File: src/rtl/tea_pkg.sv
// Shared constants, FSM state type and key-schedule helper for the iterative TEA core.
// Every TEA file imports this package.
package tea_pkg;

    localparam logic [31:0] TEA_DELTA = 32'h9e37_79b9;

    typedef enum logic [1:0] {
        IDLE = 2'd0,
        BUSY = 2'd1,
        DONE = 2'd2
    } state_t;

    // Returns delta*n truncated to 32 bits.
    // Used to seed the decrypt sum with the value encryption ends on.
    function automatic logic [31:0] delta_mul(input int unsigned n,
                                              input logic [31:0] delta = TEA_DELTA);
        logic [63:0] prod;
        prod = 64'(delta) * 64'(n);
        return prod[31:0];
    endfunction

endpackage

File: src/rtl/tea_round_cell.sv
// One combinational TEA round, either direction. The core chains several of these
// to evaluate more than one round per clock.
module tea_round_cell
    import tea_pkg::*;
#(
    parameter logic [31:0] DELTA = TEA_DELTA
) (
    input  logic         encrypt,
    input  logic [31:0]  v0,
    input  logic [31:0]  v1,
    input  logic [31:0]  sum,
    input  logic [127:0] key,
    output logic [31:0]  v0_next,
    output logic [31:0]  v1_next,
    output logic [31:0]  sum_next
);

    function automatic logic [31:0] mix(input logic [31:0] x, input logic [31:0] s,
                                        input logic [31:0] ka, input logic [31:0] kb);
        return ((x << 4) + ka) ^ (x + s) ^ ((x >> 5) + kb);
    endfunction

    logic [31:0] k0, k1, k2, k3;
    assign k0 = key[31:0];
    assign k1 = key[63:32];
    assign k2 = key[95:64];
    assign k3 = key[127:96];

    // Decrypt undoes the two half-rounds in reverse order.
    // Each half-round reads the other half's freshly updated value.
    always_comb begin
        // NOTE: combinational outputs get a default first, so no path can infer a latch.
        v0_next  = v0;
        v1_next  = v1;
        sum_next = sum;
        if (encrypt) begin
            v0_next  = v0 + mix(v1, sum, k0, k1);
            v1_next  = v1 + mix(v0_next, sum, k2, k3);
            sum_next = sum + DELTA;
        end else begin
            v1_next  = v1 - mix(v0, sum, k2, k3);
            v0_next  = v0 - mix(v1_next, sum, k0, k1);
            sum_next = sum - DELTA;
        end
    end

endmodule

File: src/rtl/tea_iterative_core.sv
// Folded TEA engine: accepts one 64-bit block, applies RPC rounds per enabled cycle,
// and presents the result until downstream takes it.
module tea_iterative_core
    import tea_pkg::*;
#(
    parameter int          ROUNDS = 32,
    parameter int          RPC    = 1,
    parameter logic [31:0] DELTA  = TEA_DELTA
) (
    input  logic         clk,
    input  logic         rst,
    input  logic         ena,
    input  logic         in_valid,
    output logic         in_ready,
    input  logic         encrypt,
    input  logic [63:0]  inBlock64,
    input  logic [127:0] key,
    output logic         out_valid,
    input  logic         out_ready,
    output logic [63:0]  outBlock64
);

    localparam int STEPS = ROUNDS / RPC;
    localparam int CNT_W = $clog2(STEPS + 1);
    localparam logic [CNT_W-1:0] CNT_LOAD = CNT_W'(STEPS);
    localparam logic [31:0] DEC_SUM0 = delta_mul(ROUNDS, DELTA);

    if (ROUNDS < 2 || ROUNDS > 64 || (ROUNDS % 2) != 0 || RPC < 1 || (ROUNDS % RPC) != 0) begin : g_bad_cfg
        $error("tea_iterative_core: ROUNDS must be even in 2..64 and divisible by RPC");
    end

    state_t           state;
    logic [31:0]      v0_q, v1_q, sum_q;
    logic [127:0]     key_q;
    logic             mode_q;
    logic [CNT_W-1:0] cnt_q;
    logic [63:0]      out_q;

    // Each stage feeds the next through the stage-local signals.
    for (genvar i = 0; i < RPC; i++) begin : g_round
        logic [31:0] v0_i, v1_i, sum_i;
        logic [31:0] v0_o, v1_o, sum_o;

        if (i == 0) begin : g_head
            assign v0_i  = v0_q;
            assign v1_i  = v1_q;
            assign sum_i = sum_q;
        end else begin : g_link
            assign v0_i  = g_round[i-1].v0_o;
            assign v1_i  = g_round[i-1].v1_o;
            assign sum_i = g_round[i-1].sum_o;
        end

        tea_round_cell #(.DELTA(DELTA)) u_cell (
            .encrypt  (mode_q),
            .v0       (v0_i),
            .v1       (v1_i),
            .sum      (sum_i),
            .key      (key_q),
            .v0_next  (v0_o),
            .v1_next  (v1_o),
            .sum_next (sum_o)
        );
    end

    logic [31:0] v0_step, v1_step, sum_step;
    assign v0_step  = g_round[RPC-1].v0_o;
    assign v1_step  = g_round[RPC-1].v1_o;
    assign sum_step = g_round[RPC-1].sum_o;

    // Gating with ena blocks a handshake on a stalled cycle.
    assign in_ready   = ena && (state == IDLE);
    assign out_valid  = ena && (state == DONE);
    assign outBlock64 = out_q;

    always_ff @(posedge clk) begin
        // NOTE: registers update with non-blocking assignments, so all of them
        // see the values from before the edge.
        if (!rst) begin
            state  <= IDLE;
            v0_q   <= '0;
            v1_q   <= '0;
            sum_q  <= '0;
            key_q  <= '0;
            mode_q <= 1'b0;
            cnt_q  <= '0;
            out_q  <= '0;
        end else if (ena) begin
            case (state)
                IDLE: begin
                    if (in_valid && in_ready) begin
                        v0_q   <= inBlock64[31:0];
                        v1_q   <= inBlock64[63:32];
                        key_q  <= key;
                        mode_q <= encrypt;
                        sum_q  <= encrypt ? DELTA : DEC_SUM0;
                        cnt_q  <= CNT_LOAD;
                        state  <= BUSY;
                    end
                end
                BUSY: begin
                    v0_q  <= v0_step;
                    v1_q  <= v1_step;
                    sum_q <= sum_step;
                    cnt_q <= cnt_q - 1'b1;
                    if (cnt_q == CNT_W'(1)) begin
                        out_q <= {v1_step, v0_step};
                        state <= DONE;
                    end
                end
                DONE: begin
                    if (out_ready) state <= IDLE;
                end
                default: state <= IDLE;
            endcase
        end
    end

endmodule

File: config.mk
export PLATFORM = sky130hd
export DESIGN_NAME = tea_iterative_core
export DESIGN_NICKNAME = d
export VERILOG_FILES = /design/src/rtl/tea_pkg.sv /design/src/rtl/tea_round_cell.sv /design/src/rtl/tea_iterative_core.sv
export SDC_FILE = /design/constraint.sdc
export NUM_CORES = 2
export LEC_CHECK = 0
export BUFFER_PORTS_ARGS = -buffer_cell sky130_fd_sc_hd__buf_2
export CORE_MARGIN = 8
export CORE_UTILIZATION = 31
export DETAILED_ROUTE_END_ITERATION = 8
export SYNTH_ARGS = -nofsm -noshare
export SYNTH_HDL_FRONTEND = slang
export SYNTH_SLANG_ARGS = --single-unit
File: constraint.sdc
create_clock -name clk -period 9.41 [get_ports clk]
set_clock_uncertainty 0.1 [all_clocks]
set_input_delay 0.4705 -clock clk [delete_from_list [all_inputs] [get_ports clk]]
set_output_delay 0.4705 -clock clk [all_outputs]
set_load 0.1 [all_outputs]
==> run_results.csv <==
group,metric,value,unit
critical_path,cp-end-kind,"flip-flop",
timing,worst_pin_slew,1160,ps
cts,cts_sinks,297,
die,core,116000,sq um
yosys,yosys.area_share.simple,15.6,%
cells_and_area,drive_gt1_share,22.1,%
route,wl,168000,um
timing,fin_crit,9120,ps
placement,pre_cts_slack,-366,ps
die,io_pins,264,
critical_path,critPathMaxFanout,4,
cts,cts-root-buf,"clkbuf_16",
global_routing,antenna_found_initial,9,
cells_and_area,post-route-util,41.2,%
route,wl_per_cell,23.2,um
timing,setup_viol,0,
die,rows,125,
die,die-area,128000,sq um
placement,placed_cells,7027,
cells_and_area,final_cell_area,47700,sq um
route,first_iter_violations,4063,
cells_and_area,regArea,5960,sq um
yosys,synth_top_area_share,17.9,%
cts,clkLatencyLatePin,630,ps
yosys,synth_common_cells,"a21oi_1, xnor2_1, ha_1, nand2_1, nor2_1",
yosys,synthMuxAreaShare,0.737,%
yosys,synthTopCellsByArea,"ha_1, dfxtp_1, xnor2_1",
yosys,synth_fa_ha_area_share,18.9,%
cells_and_area,nets,6405,
yosys,synthXorXnorAreaFrac,18.1,%
placement,portBuffers,263,
placement,place_hpwl,139000,um
global_routing,grt_pass1_wl,242000,um
route,first_pass_iters,8,
yosys,yosysTopAreaCell,"ha_1",
global_routing,grt_remaining_overflow,0,
min_path,min_path_type,"primary input to flip-flop",
yosys,postSynth.asyncResetShare,0,%
run_status,status,"finished clean",
cts,cts.htree.levels,2,
critical_path,arrival,9560,ps
timing,relSlewSlack,22.2,%
die,die_h,357,um
yosys,synth.cell_area,36100,sq um
cells_and_area,stdcell_count,7230,
cts,cts_tree,"yes",
route,vias_per_cell,5.49,
cells_and_area,fill_cells,12000,
yosys,synth-warning-count,0,
cells_and_area,multi_input_area,30300,sq um
timing,fmax,110,MHz
die,start_util,31.2,%
cts,cts.clk_slew.worst_paths,60,ps
global_routing,grt_pass1_vias,38100,
cts,clockBufferDepth,3,
yosys,synth_fp_nets,5441,
critical_path,critical_path.max_stage_delay,570,ps
placement,placed_area,43900,sq um
yosys,synth_edf_count,0,
global_routing,grt_use_total,25.0,%
critical_path,worstPathRequired,9850,ps
yosys,synth-seq-cells,297,
global_routing,grt_max_degree,106,
route,drc,0,
placement,place_congestion,0.996,
yosys,synth_compound_area_share,27.5,%
yosys,syn_inst,4708,
die,die_w,357,um
yosys,seq_area_frac_synth,16.4,%
yosys,ys_types,92,
yosys,syn_avg_cell_area,7.68,sq um
cells_and_area,area_growth,32.1,%
timing,hold_viol_final,0,
critical_path,critPathSlowestCell,"or4_4",
yosys,synth_top_family_by_area,"compound AO/OA/AOI/OAI gates",
cts,cts_buffers,42,
timing,rsz0062_at_grt,"yes",
route,routed-via-count,39700,
timing,period_share,96.9,%
critical_path,cp_common_cell,"a21o_1",
yosys,synthFlopType,"dfxtp_1",
yosys,yosysMostFrequentCell,"a21oi_1",
critical_path,criticalPathCategory,"flip-flop to flip-flop",
timing,finalWorstSetupSlack,288,ps
job,maxCapViolCount,0,
route,ant_nets,0,
critical_path,worst_setup_path_start_kind,"flip-flop",
timing,drv_slew,0,
[cells by family (layout without fill, tap and decap cells)]
| family | after synthesis | after routing |
|---|---|---|
| adders and majority gates | 535 | 535 |
| other | 0 | 1 |
| buffers and inverters | 270 | 1267 |
| DFF | 297 | 297 |
| xor gates and xnor gates | 732 | 732 |
| and+or+nand+nor | 1276 | 1276 |
| AOI/OAI and AO/OA | 1572 | 1572 |
| muxes | 26 | 26 |
[per-stage QoR]
step,hold WS (ps),setup TNS (ps)
after detailed placement,356,-3820
after global routing,34.0,-357
final,28.2,0
after floorplan,348,0
after global placement,346,-2850
after CTS,2.11,0
[per-layer routing]
layer | vias to the layer above | wire [um] | global-route usage, % | share of wire, %
met1 | 19000 | 79900 | 37.4 | 48
li1 | 18900 | - | - | -
met3 | 195 | 16500 | 4.43 | 9.8
met5 | - | 13 | 0 | 0.0077
met2 | 1651 | 67700 | 36.7 | 40
met4 | 2 | 3880 | 6.14 | 2.3
[worst paths after layout]
| path | from | end | slack [ps] | cells after the start |
|---|---|---|---|---|
| min reg2reg | outBlock64[1]$_SDFFE_PN0P_ | outBlock64[1]$_SDFFE_PN0P_ | 370 | 2 |
| max reg2reg | g_round[0].sum_i[0]$_SDFFE_PN0P_ | outBlock64[30]$_SDFFE_PN0P_ | 290 | 42 |
| max | g_round[0].sum_i[0]$_SDFFE_PN0P_ | outBlock64[30]$_SDFFE_PN0P_ | 290 | 42 |
| min | key[68] | key_q[68]$_SDFFE_PN0P_ | 30 | 3 |
[cell usage in the layout, fill, tap and decap left out, types with 190 or more instances in the layout]
| cell type | Yosys | final |
|---|---|---|
| nand2_1 | 493 | 488 |
| buf_4 | 0 | 681 |
| ha_1 | 518 | 501 |
| buf_2 | 0 | 263 |
| dfxtp_1 | 297 | 292 |
| a21oi_1 | 595 | 555 |
| nor2_1 | 381 | 373 |
| o21ai_0 | 204 | 190 |
| xnor2_1 | 594 | 558 |
| a21o_1 | 219 | 219 |
[repair_timing]
item,in CTS,in global routing
endpoints found under the setup margin,25,40
pin swaps,20,110
endpoints found under the hold margin,100,0
hold buffers,100,0
buffers inserted,3,22
resized for setup,43,179
[sequential cells by signal, summed over array words and instances, names as in the netlist]
name	cells
g_round.sum_i	32
state	2
mode_q	1
cnt_q	6
g_round.v1_i	32
outBlock64	64
key_q	128
g_round.v0_i	32
[critical path, delay by kind of cell (launching register included)]
family                   cells  cell delay, ps
XOR/XNOR                     9            1570
flip-flops                   1             380
adder cells (fa/ha/maj)      5            1430
AO/OA/AOI/OAI               20            3860
AND/OR/NAND/NOR              5            1240
buffers and inverters        3             490
[area by class of cell]
cell class | instances | share of cell area, %
diodes | 1 | 0.00524
clock buffers | 53 | 2.42
clock inverters | 24 | 0.726
inverters | 141 | 1.12
multi-input cells | 4141 | 63.5
flip-flops and latches | 297 | 12.5
well taps | 1524 | 3.99
repair buffers | 1049 | 15.7
Power is not shown: default switching activity piles up to over one toggle a cycle in this logic, so the estimate is an artifact.
